--- config.mk ---
export PLATFORM = sky130hd
export DESIGN_NAME = id_ex_latch
export DESIGN_NICKNAME = d
export VERILOG_FILES = /design/src/rtl/id_ex_latch.sv
export SDC_FILE = /design/constraint.sdc
export NUM_CORES = 1
export LEC_CHECK = 0
export CAP_MARGIN = 0
export CORE_MARGIN = 2
export CORE_UTILIZATION = 37
export DETAILED_ROUTE_END_ITERATION = 8
export PLACE_DENSITY = 0.74
export SLEW_MARGIN = 20
export SYNTH_ARGS = -nofsm -noshare
export SYNTH_HDL_FRONTEND = slang
export SYNTH_SLANG_ARGS = --single-unit
export TNS_END_PERCENT = 20
--- constraint.sdc ---
create_clock -name clk -period 18.95 [get_ports clk]
set_clock_uncertainty 0.05 [all_clocks]
set_input_delay 3.79 -clock clk [delete_from_list [all_inputs] [get_ports clk]]
set_output_delay 3.79 -clock clk [all_outputs]
set_load 0.02 [all_outputs]
--- src/rtl/id_ex_latch.sv ---
// ID/EX pipeline latch with load-use hazard detection and a bubble counter.
//
// Registers the decode-stage control bundles and datapath values for the EX
// stage. A one-cycle load-use hazard is detected combinationally from the
// instruction currently in EX and the source registers being decoded. When a
// hazard is seen, a bubble is inserted. A branch flush also inserts a bubble.
// A saturating counter records the number of bubbles.
//
// Optional build macro:
//   IDEX_FORWARD_EN - adds the rs_out register for an external forwarding
//                     unit. When the macro is undefined, rs_in drives only
//                     hazard detection.
module id_ex_latch (
  input  logic        clk,
  input  logic        rst_n,
  // Decode-stage control bundles.
  input  logic [3:0]  ex_in,       // {RegDst, ALUOp[1:0], ALUSrc}
  input  logic [2:0]  m_in,        // {Branch, MemRead, MemWrite}
  input  logic [1:0]  wb_in,       // {RegWrite, MemToReg}
  // Decode-stage datapath values.
  input  logic [31:0] npc_in,
  input  logic [31:0] rd1_in,
  input  logic [31:0] rd2_in,
  input  logic [31:0] imm_in,
  input  logic [4:0]  rs_in,
  input  logic [4:0]  rt_in,
  input  logic [4:0]  rd_in,
  // Pipeline control.
  input  logic        flush,
  input  logic        hold,
  // EX-stage registered copies.
  output logic [3:0]  ex_out,
  output logic [2:0]  m_out,
  output logic [1:0]  wb_out,
  output logic [31:0] npc_out,
  output logic [31:0] rd1_out,
  output logic [31:0] rd2_out,
  output logic [31:0] imm_out,
  output logic [4:0]  rt_out,
  output logic [4:0]  rd_out,
`ifdef IDEX_FORWARD_EN
  output logic [4:0]  rs_out,
`endif
  output logic        valid_out,
  output logic        stall_out,
  output logic [15:0] bubble_cnt
);

  // One action applies per clock edge. The list below is in priority order.
  typedef enum logic [2:0] {
    ACT_RESET,
    ACT_FLUSH,
    ACT_HOLD,
    ACT_BUBBLE,
    ACT_LOAD
  } action_e;

  // Bit position of MemRead inside the M bundle.
  localparam int unsigned MEM_READ_BIT = 1;

  action_e     action;
  logic        rt_match;
  logic [15:0] bubble_cnt_inc;

  // Detect a load-use hazard and select this cycle's action.
  // NOTE: every signal that always_comb drives gets a default value first.
  // A path that does not assign a signal would infer a latch.
  always_comb begin
    rt_match  = 1'b0;
    stall_out = 1'b0;
    action    = ACT_LOAD;

    // The EX-stage load writes rt. This is a hazard if the instruction being
    // decoded reads rt through either of its source fields.
    rt_match  = (rt_out == rs_in) || (rt_out == rt_in);

    // An invalid slot is a bubble, and a bubble never raises a stall. This
    // limits a load-use stall to exactly one cycle. A flush removes the
    // dependent instruction, so a flush also suppresses the stall.
    stall_out = valid_out & m_out[MEM_READ_BIT] & rt_match & ~flush;

    if (!rst_n) begin
      action = ACT_RESET;
    end else if (flush) begin
      action = ACT_FLUSH;
    end else if (hold) begin
      action = ACT_HOLD;
    end else if (stall_out) begin
      action = ACT_BUBBLE;
    end else begin
      action = ACT_LOAD;
    end
  end

  // Compute the counter's next value. It holds at all-ones instead of
  // wrapping to zero.
  always_comb begin
    bubble_cnt_inc = bubble_cnt;
    if (bubble_cnt != 16'hFFFF) begin
      bubble_cnt_inc = bubble_cnt + 16'd1;
    end
  end

  // Control bundles and the valid flag. Both flush and hazard bubbles clear them.
  // NOTE: sequential state uses non-blocking assignments. All registers then
  // update together at the clock edge, and simulation matches the synthesised
  // flops.
  always_ff @(posedge clk) begin
    unique case (action)
      ACT_RESET, ACT_FLUSH, ACT_BUBBLE: begin
        ex_out    <= '0;
        m_out     <= '0;
        wb_out    <= '0;
        valid_out <= 1'b0;
      end
      ACT_LOAD: begin
        ex_out    <= ex_in;
        m_out     <= m_in;
        wb_out    <= wb_in;
        valid_out <= 1'b1;
      end
      default: begin
        ex_out    <= ex_out;
        m_out     <= m_out;
        wb_out    <= wb_out;
        valid_out <= valid_out;
      end
    endcase
  end

  // Datapath registers. A bubble leaves them unchanged because its control
  // bundles are zero, so no later stage reads these values.
  always_ff @(posedge clk) begin
    unique case (action)
      ACT_RESET: begin
        npc_out <= '0;
        rd1_out <= '0;
        rd2_out <= '0;
        imm_out <= '0;
        rt_out  <= '0;
        rd_out  <= '0;
      end
      ACT_LOAD: begin
        npc_out <= npc_in;
        rd1_out <= rd1_in;
        rd2_out <= rd2_in;
        imm_out <= imm_in;
        rt_out  <= rt_in;
        rd_out  <= rd_in;
      end
      default: begin
        npc_out <= npc_out;
        rd1_out <= rd1_out;
        rd2_out <= rd2_out;
        imm_out <= imm_out;
        rt_out  <= rt_out;
        rd_out  <= rd_out;
      end
    endcase
  end

`ifdef IDEX_FORWARD_EN
  // Source register for the forwarding unit. A bubble clears it so that the
  // forwarding unit never matches on a squashed slot.
  always_ff @(posedge clk) begin
    unique case (action)
      ACT_RESET, ACT_FLUSH, ACT_BUBBLE: rs_out <= '0;
      ACT_LOAD:                         rs_out <= rs_in;
      default:                          rs_out <= rs_out;
    endcase
  end
`endif

  // Count inserted bubbles. A flush in the same cycle as a hazard is one
  // action, so it adds one count.
  always_ff @(posedge clk) begin
    unique case (action)
      ACT_RESET:              bubble_cnt <= '0;
      ACT_FLUSH, ACT_BUBBLE:  bubble_cnt <= bubble_cnt_inc;
      default:                bubble_cnt <= bubble_cnt;
    endcase
  end

endmodule

Yosys cells after proc, flatten, opt, wreduce, memory -nomap -nowiden
Cells that the tools add are included.
{"block": "word_totals", "word_cells": 47, "in_bits": 156, "regBits": 164, "output_inout_bits": 165}
{"block": "classes", "n_bitwise": 4, "n_reduce_logical": 8, "n_addsub": 1, "n_mux": 16, "n_eq_ne": 7}
{"operator": "32-bit case mux with 2 select lines", "count": 4}
{"operator": "16-bit case mux with 2 select lines", "count": 1}
{"operator": "5-bit case mux with 2 select lines", "count": 2}
{"operator": "16-bit by 1-bit adder with 16-bit output, second input constant", "count": 1}
{"operator": "16-bit 2-to-1 mux", "count": 1}
{"operator": "16-bit inequality test, second input constant", "count": 1}
{"operator": "3-bit 2-to-1 mux", "count": 4}
{"operator": "5-bit equality test", "count": 2}
{"operator": "4-bit case mux with 2 select lines", "count": 1}
{"operator": "3-bit case mux with 2 select lines", "count": 1}
{"operator": "2-bit nonzero test", "count": 3}
{"operator": "2-bit case mux with 2 select lines", "count": 1}
{"operator": "1-bit bitwise AND", "count": 3}
{"operator": "3-bit by 1-bit equality test with 1-bit output, second input constant", "count": 1}
{"operator": "3-bit by 2-bit equality test with 1-bit output, second input constant", "count": 1}
{"operator": "3-bit equality test, second input constant", "count": 1}
{"operator": "3-bit logical NOT", "count": 1}
{"operator": "3-bit OR reduction", "count": 1}
{"operator": "2-bit inequality test, second input constant", "count": 1}
{"operator": "1-bit case mux with 2 select lines", "count": 1}
{"operator": "2-bit AND reduction", "count": 1}
{"operator": "2-bit OR reduction", "count": 1}
{"operator": "1-bit logical OR", "count": 1}
{"operator": "1-bit inverter", "count": 1}

Logic depth before layout (Yosys ltp)
{"block": "depth", "ltp_word": 12, "mapped_depth": 7, "depth_no_buf": 6}

Least setup slack after synthesis
Ideal clock, no wire load.
{"block": "synth_timing", "path_kind": "input port to flip-flop", "startpoint": "input port rt_in[3]", "endpoint": "register imm_out[0], enable pin", "required_ns": 17.890, "path_slack_ns": -0.049, "setup_time_ns": 1.010, "t_arrival_ns": 17.939, "path_buffers": 0, "cell_stages": 4, "path_cell_list": "xnor2_1 > nand4_1 > nor3_2 > o41ai_1"}
{"block": "synth_between", "elab_chain_len": 10, "elab_cells_between_ends": 11, "classes_between": "eq/ne (2); mux (4); bitwise (2); reduce/logical (3)"}
{"item": "start, declared", "line_no": "26", "source": "input logic [4:0] rt_in,"}
{"item": "5-bit equality test (*)", "line_no": "75", "source": "rt_match = (rt_out == rs_in) || (rt_out == rt_in);"}
{"item": "1-bit logical OR (*)", "line_no": "75"}
{"item": "1-bit bitwise AND (*) (2 in series)", "line_no": "80", "source": "stall_out = valid_out & m_out[MEM_READ_BIT] & rt_match & ~flush;"}
{"item": "3-bit 2-to-1 mux (*)", "line_no": "88", "source": "end else if (stall_out) begin"}
{"item": "3-bit 2-to-1 mux (*)", "line_no": "86", "source": "end else if (hold) begin"}
{"item": "3-bit 2-to-1 mux (*)", "line_no": "84", "source": "end else if (flush) begin"}
{"item": "3-bit 2-to-1 mux (*)", "line_no": "82", "source": "if (!rst_n) begin"}
{"item": "3-bit equality test or 3-bit logical NOT (tied branches)", "line_no": "134", "source": "unique case (action)"}
{"item": "2-bit nonzero test (no line) (*)"}
{"item": "end signal, assigned", "line_no": "147", "source": "imm_out <= imm_in;"}
{"item": "end signal, assigned", "line_no": "155", "source": "imm_out <= imm_out;"}
{"item": "end, declared", "line_no": "38", "source": "output logic [31:0] imm_out,"}
Mark *: on every way between the ends. The rest lies on a longest branch, timed or not.
A chain may end at the register's enable or synchronous reset.

Final worst setup path
{"block": "layout_timing", "startpoint": "input port rs_in[4]", "endpoint": "output port stall_out"}
{"block": "layout_between", "elab_chain_len": 4}
{"item": "start, declared", "line_no": "25", "source": "input logic [4:0] rs_in,"}
{"item": "5-bit equality test", "line_no": "75"}
{"item": "1-bit logical OR", "line_no": "75"}
{"item": "1-bit bitwise AND (2 in series)", "line_no": "80"}
{"item": "end, declared", "line_no": "45", "source": "output logic stall_out,"}
No other way between the ends.

==> impl_results.md <==
- Sequential power share: 49.0%
- Clock Sinks: 164
- IO Pins: 321
- Reg2reg path depth: 6
- Resize count post-CTS: 0
- Peak VDD IR: 0.0573 mV
- Max-slew violations: 0
- CTS tree: built
- Clock slew at reported path FFs: 0.07 ns
- Critical path buffer and inverter count: 2
- Die Footprint: 18800 sq um
- Die Y: 137 microns
- Worst Hold Depth: 2
- Finish-stage setup viols: 0
- RR Endpoint: bubble_cnt[6]
- Synth unique cells: 24
- Final WS setup: 9.18 ns
- I/O Buffers: 320
- CP max stage delay: 0.61 ns
- H-tree depth: 4
- Die W: 137 microns
- Mean Syn Cell Area: 16.0 sq um
- GR Overflow Total: 0
- Vias per cell: 4.58
- Largest net degree at the start of global routing: 76
- Wirelength per Cell: 17.0 microns
- Starting DRT DRC Count: 173
- NetSw: 208 uW
- Flop2flop setup slack: 16.26 ns
- Post-route ant nets: 0
- CP Capture Type: output pin
- Post-CTS setup repair buffer count: 0
- RSZ-0062 raised after global routing: false
- Cell family with most CP delay: buffers and inverters
- Core area: 17300 sq um
- Initial antenna violation count: 0
- # DRC: 0
- CP arrival: 5.93 ns
- Initial core utilization: 37.9%
- Final instance area: 10500 sq um
- First-pass GRT wire length: 23500 microns
- Synth warnings: 0
- Final period utilization: 51.5%
- P&R area growth vs syn: 59.8%
- Hold_buf cts: 0
- Clock latency at the later pin of the worst-skew pair: 0.42 ns
- Cells after synthesis: 409
- Max clock buf depth: 2
- Routed WL: 16600 microns
- Levels on crit path: 7
- All-layer global routing usage: 17.0%
- Critical-path maximum fanout: 3
- Power per cell area: 84.2 nW/um^2
- Switching share of total power: 23.6%
- Hold_sp: bubble_cnt[8]
- Fmax: 0.102 GHz
- Post-synth net total: 566
- Req. time, crit path: 15.11 ns
- Minimum clock period: 9.77 ns
- Hold Path Class: flop to flop
- Hold endpoint: bubble_cnt[8]
- Critical path launch point type: input port
- Via count: 4464
- Total CTS buffers: 17
- Pwr Total: 883 uW
- Seq/Total Area, Yosys: 75.0%
- Pre-CTS WS: 9.18 ns
- Placement Cell Area: 9930 sq um
- Ant. Diodes: 0
- Hold Violations, Final: 0
- RePlAce Congestion: 0.842
- #FFs+latches synth: 164
- Crit path kind: input port to output pin
- Number of global-route vias before repair: 4236
- Pleak: 0.00389 uW
- Post-layout util: 60.7%
- DP Wirelength: 12200 microns
- Worst-margin pin slew: 0.973 ns
- Root Driver: clkbuf_16
- Row Count: 48
- # nets final: 894
- Clock power share: 36.7%
- Max-cap violation count: 0
- Int Power: 675 uW
- Share of layout cells above drive strength 1: 5.47%
- Crit-path slowest cell: clkdlybuf4s50_1
- Fin Setup TNS: 0 ns
- Slew HR: 35.1%
- Status: finished, final reports clean
- Iteration count of the initial detailed-routing pass: 4
- Crit path cell chain: clkdlybuf4s50_1 > xor2_1 > or4_4 > nor2_4 > nor2_1 > nor2_1 > clkdlybuf4s50_1
- Combinational share of power: 14.3%
- Worst R2R Start: rt_out[4]
- Post-Syn Area: 6560 sq um
-- worst max path at each step --
stage | to | slack [ns] | startpoint
final | stall_out | 9.18 | rs_in[4]
after global routing | stall_out | 9.10 | rt_in[4]
after CTS | stall_out | 9.17 | rs_in[4]
after detailed placement | stall_out | 9.18 | rs_in[4]
after global placement | stall_out | 9.20 | rs_in[4]
after floorplan | imm_out[0] | 6.59 | rt_in[3]
-- registers in the layout (all words and copies together), names as in the netlist --
signal      cells
rd_out          5
npc_out        32
m_out           3
rt_out          5
valid_out       1
imm_out        32
rd1_out        32
ex_out          4
wb_out          2
bubble_cnt     16
rd2_out        32
-- power groups by stage --
stage | Sequential, uW | Combinational, uW | Clock, uW
after global routing | 435 | 134 | 347
after CTS | 433 | 128 | 333
final | 433 | 126 | 324
after global placement | 440 | 126 | 0
after floorplan | 471 | 21.9 | 0
after detailed placement | 441 | 127 | 0
-- stage by stage --
| step | hold slack, ns | cells |
|---|---|---|
| 4_1_cts | 0.602 | 974 |
| 2_1_floorplan | 0.675 | 409 |
| 3_3_place_gp | 0.581 | 942 |
| 3_5_place_dp | 0.576 | 942 |
| 6_report | 0.603 | 975 |
| 5_1_grt | 0.644 | 975 |
-- final cells by class --
type / count / area, sq um
clock inverter: 14 / 126
tap: 225 / 282
timing repair buffer: 326 / 3250
inverter: 2 / 7.51
clock buffer: 18 / 429
fill: 1331 / 6810
multi-input combinational: 226 / 1470
sequential: 164 / 4920
-- cell usage after synthesis --
| master | instances | area, sq um |
|---|---|---|
| xor2_1 | 12 | 105 |
| edfxtp_1 | 164 | 4920 |
| nor2b_1 | 2 | 12.5 |
| nor3b_1 | 1 | 7.51 |
| and2_1 | 147 | 920 |
| nor2_1 | 21 | 78.8 |
| buf_6 | 15 | 169 |
| and3_1 | 3 | 18.8 |
| or4_4 | 1 | 11.3 |
| o21ai_0 | 1 | 5.00 |
| nand2_1 | 5 | 18.8 |
| ha_1 | 1 | 12.5 |
| nand4_1 | 4 | 25.0 |
| xnor2_1 | 12 | 105 |
| a221oi_2 | 1 | 15.0 |
| and4_1 | 3 | 26.3 |
| clkbuf_1 | 2 | 7.51 |
| inv_1 | 2 | 7.51 |
| a21oi_1 | 1 | 5.00 |
| nor3_2 | 1 | 10.0 |
| nor4b_4 | 1 | 23.8 |
| o41ai_1 | 1 | 8.76 |
| nor2_4 | 1 | 11.3 |
| nand3_1 | 7 | 35.0 |
-- cell usage in the layout, fill, tap and decap left out --
master	Yosys	routed
nor4b_4	1	1
nor2b_1	2	2
clkinv_1	0	2
clkinv_4	0	2
nor3_2	1	1
inv_6	0	4
o21ai_0	1	1
inv_1	2	2
nor2_1	21	21
clkinv_2	0	2
a221oi_2	1	1
and3_1	3	3
and2_1	147	147
bufinv_16	0	1
nand3_1	7	7
nor3b_1	1	1
ha_1	1	1
nor2_4	1	1
or4_4	1	1
o41ai_4	0	1
clkinvlp_4	0	2
a21oi_1	1	1
nand2_1	5	5
inv_8	0	1
xnor2_1	12	12
nand4_1	4	4
buf_4	0	6
clkdlybuf4s50_1	0	320
clkbuf_1	2	1
clkbuf_16	0	17
edfxtp_1	164	164
and4_1	3	3
xor2_1	12	12
-- routing by layer --
layer	up-vias	part of all wire, %	track usage (%)
met5	-	0	0
met4	0	1.6	5.96
met3	19	9.6	6.07
met2	225	51	29.0
met1	2124	37	19.7
li1	2096	-	-
-- worst reg2reg max path, stage by stage, from the launching register on --
cell and delay [ns]:
edfxtp_1 0.47, xor2_1 0.18, or4_4 0.57, nor2_4 0.18, nor2_1 0.09, a21oi_1 0.55, buf_4 0.32
-- logic make-up after synthesis --
group	synth area share, %
buffers and inverters	2.80
adders and majority gates	0.191
DFF	75.0
xor gates and xnor gates	3.20
AOI/OAI and AO/OA	0.514
and+or+nand+nor	18.3
(Power assumes the default switching activity.)
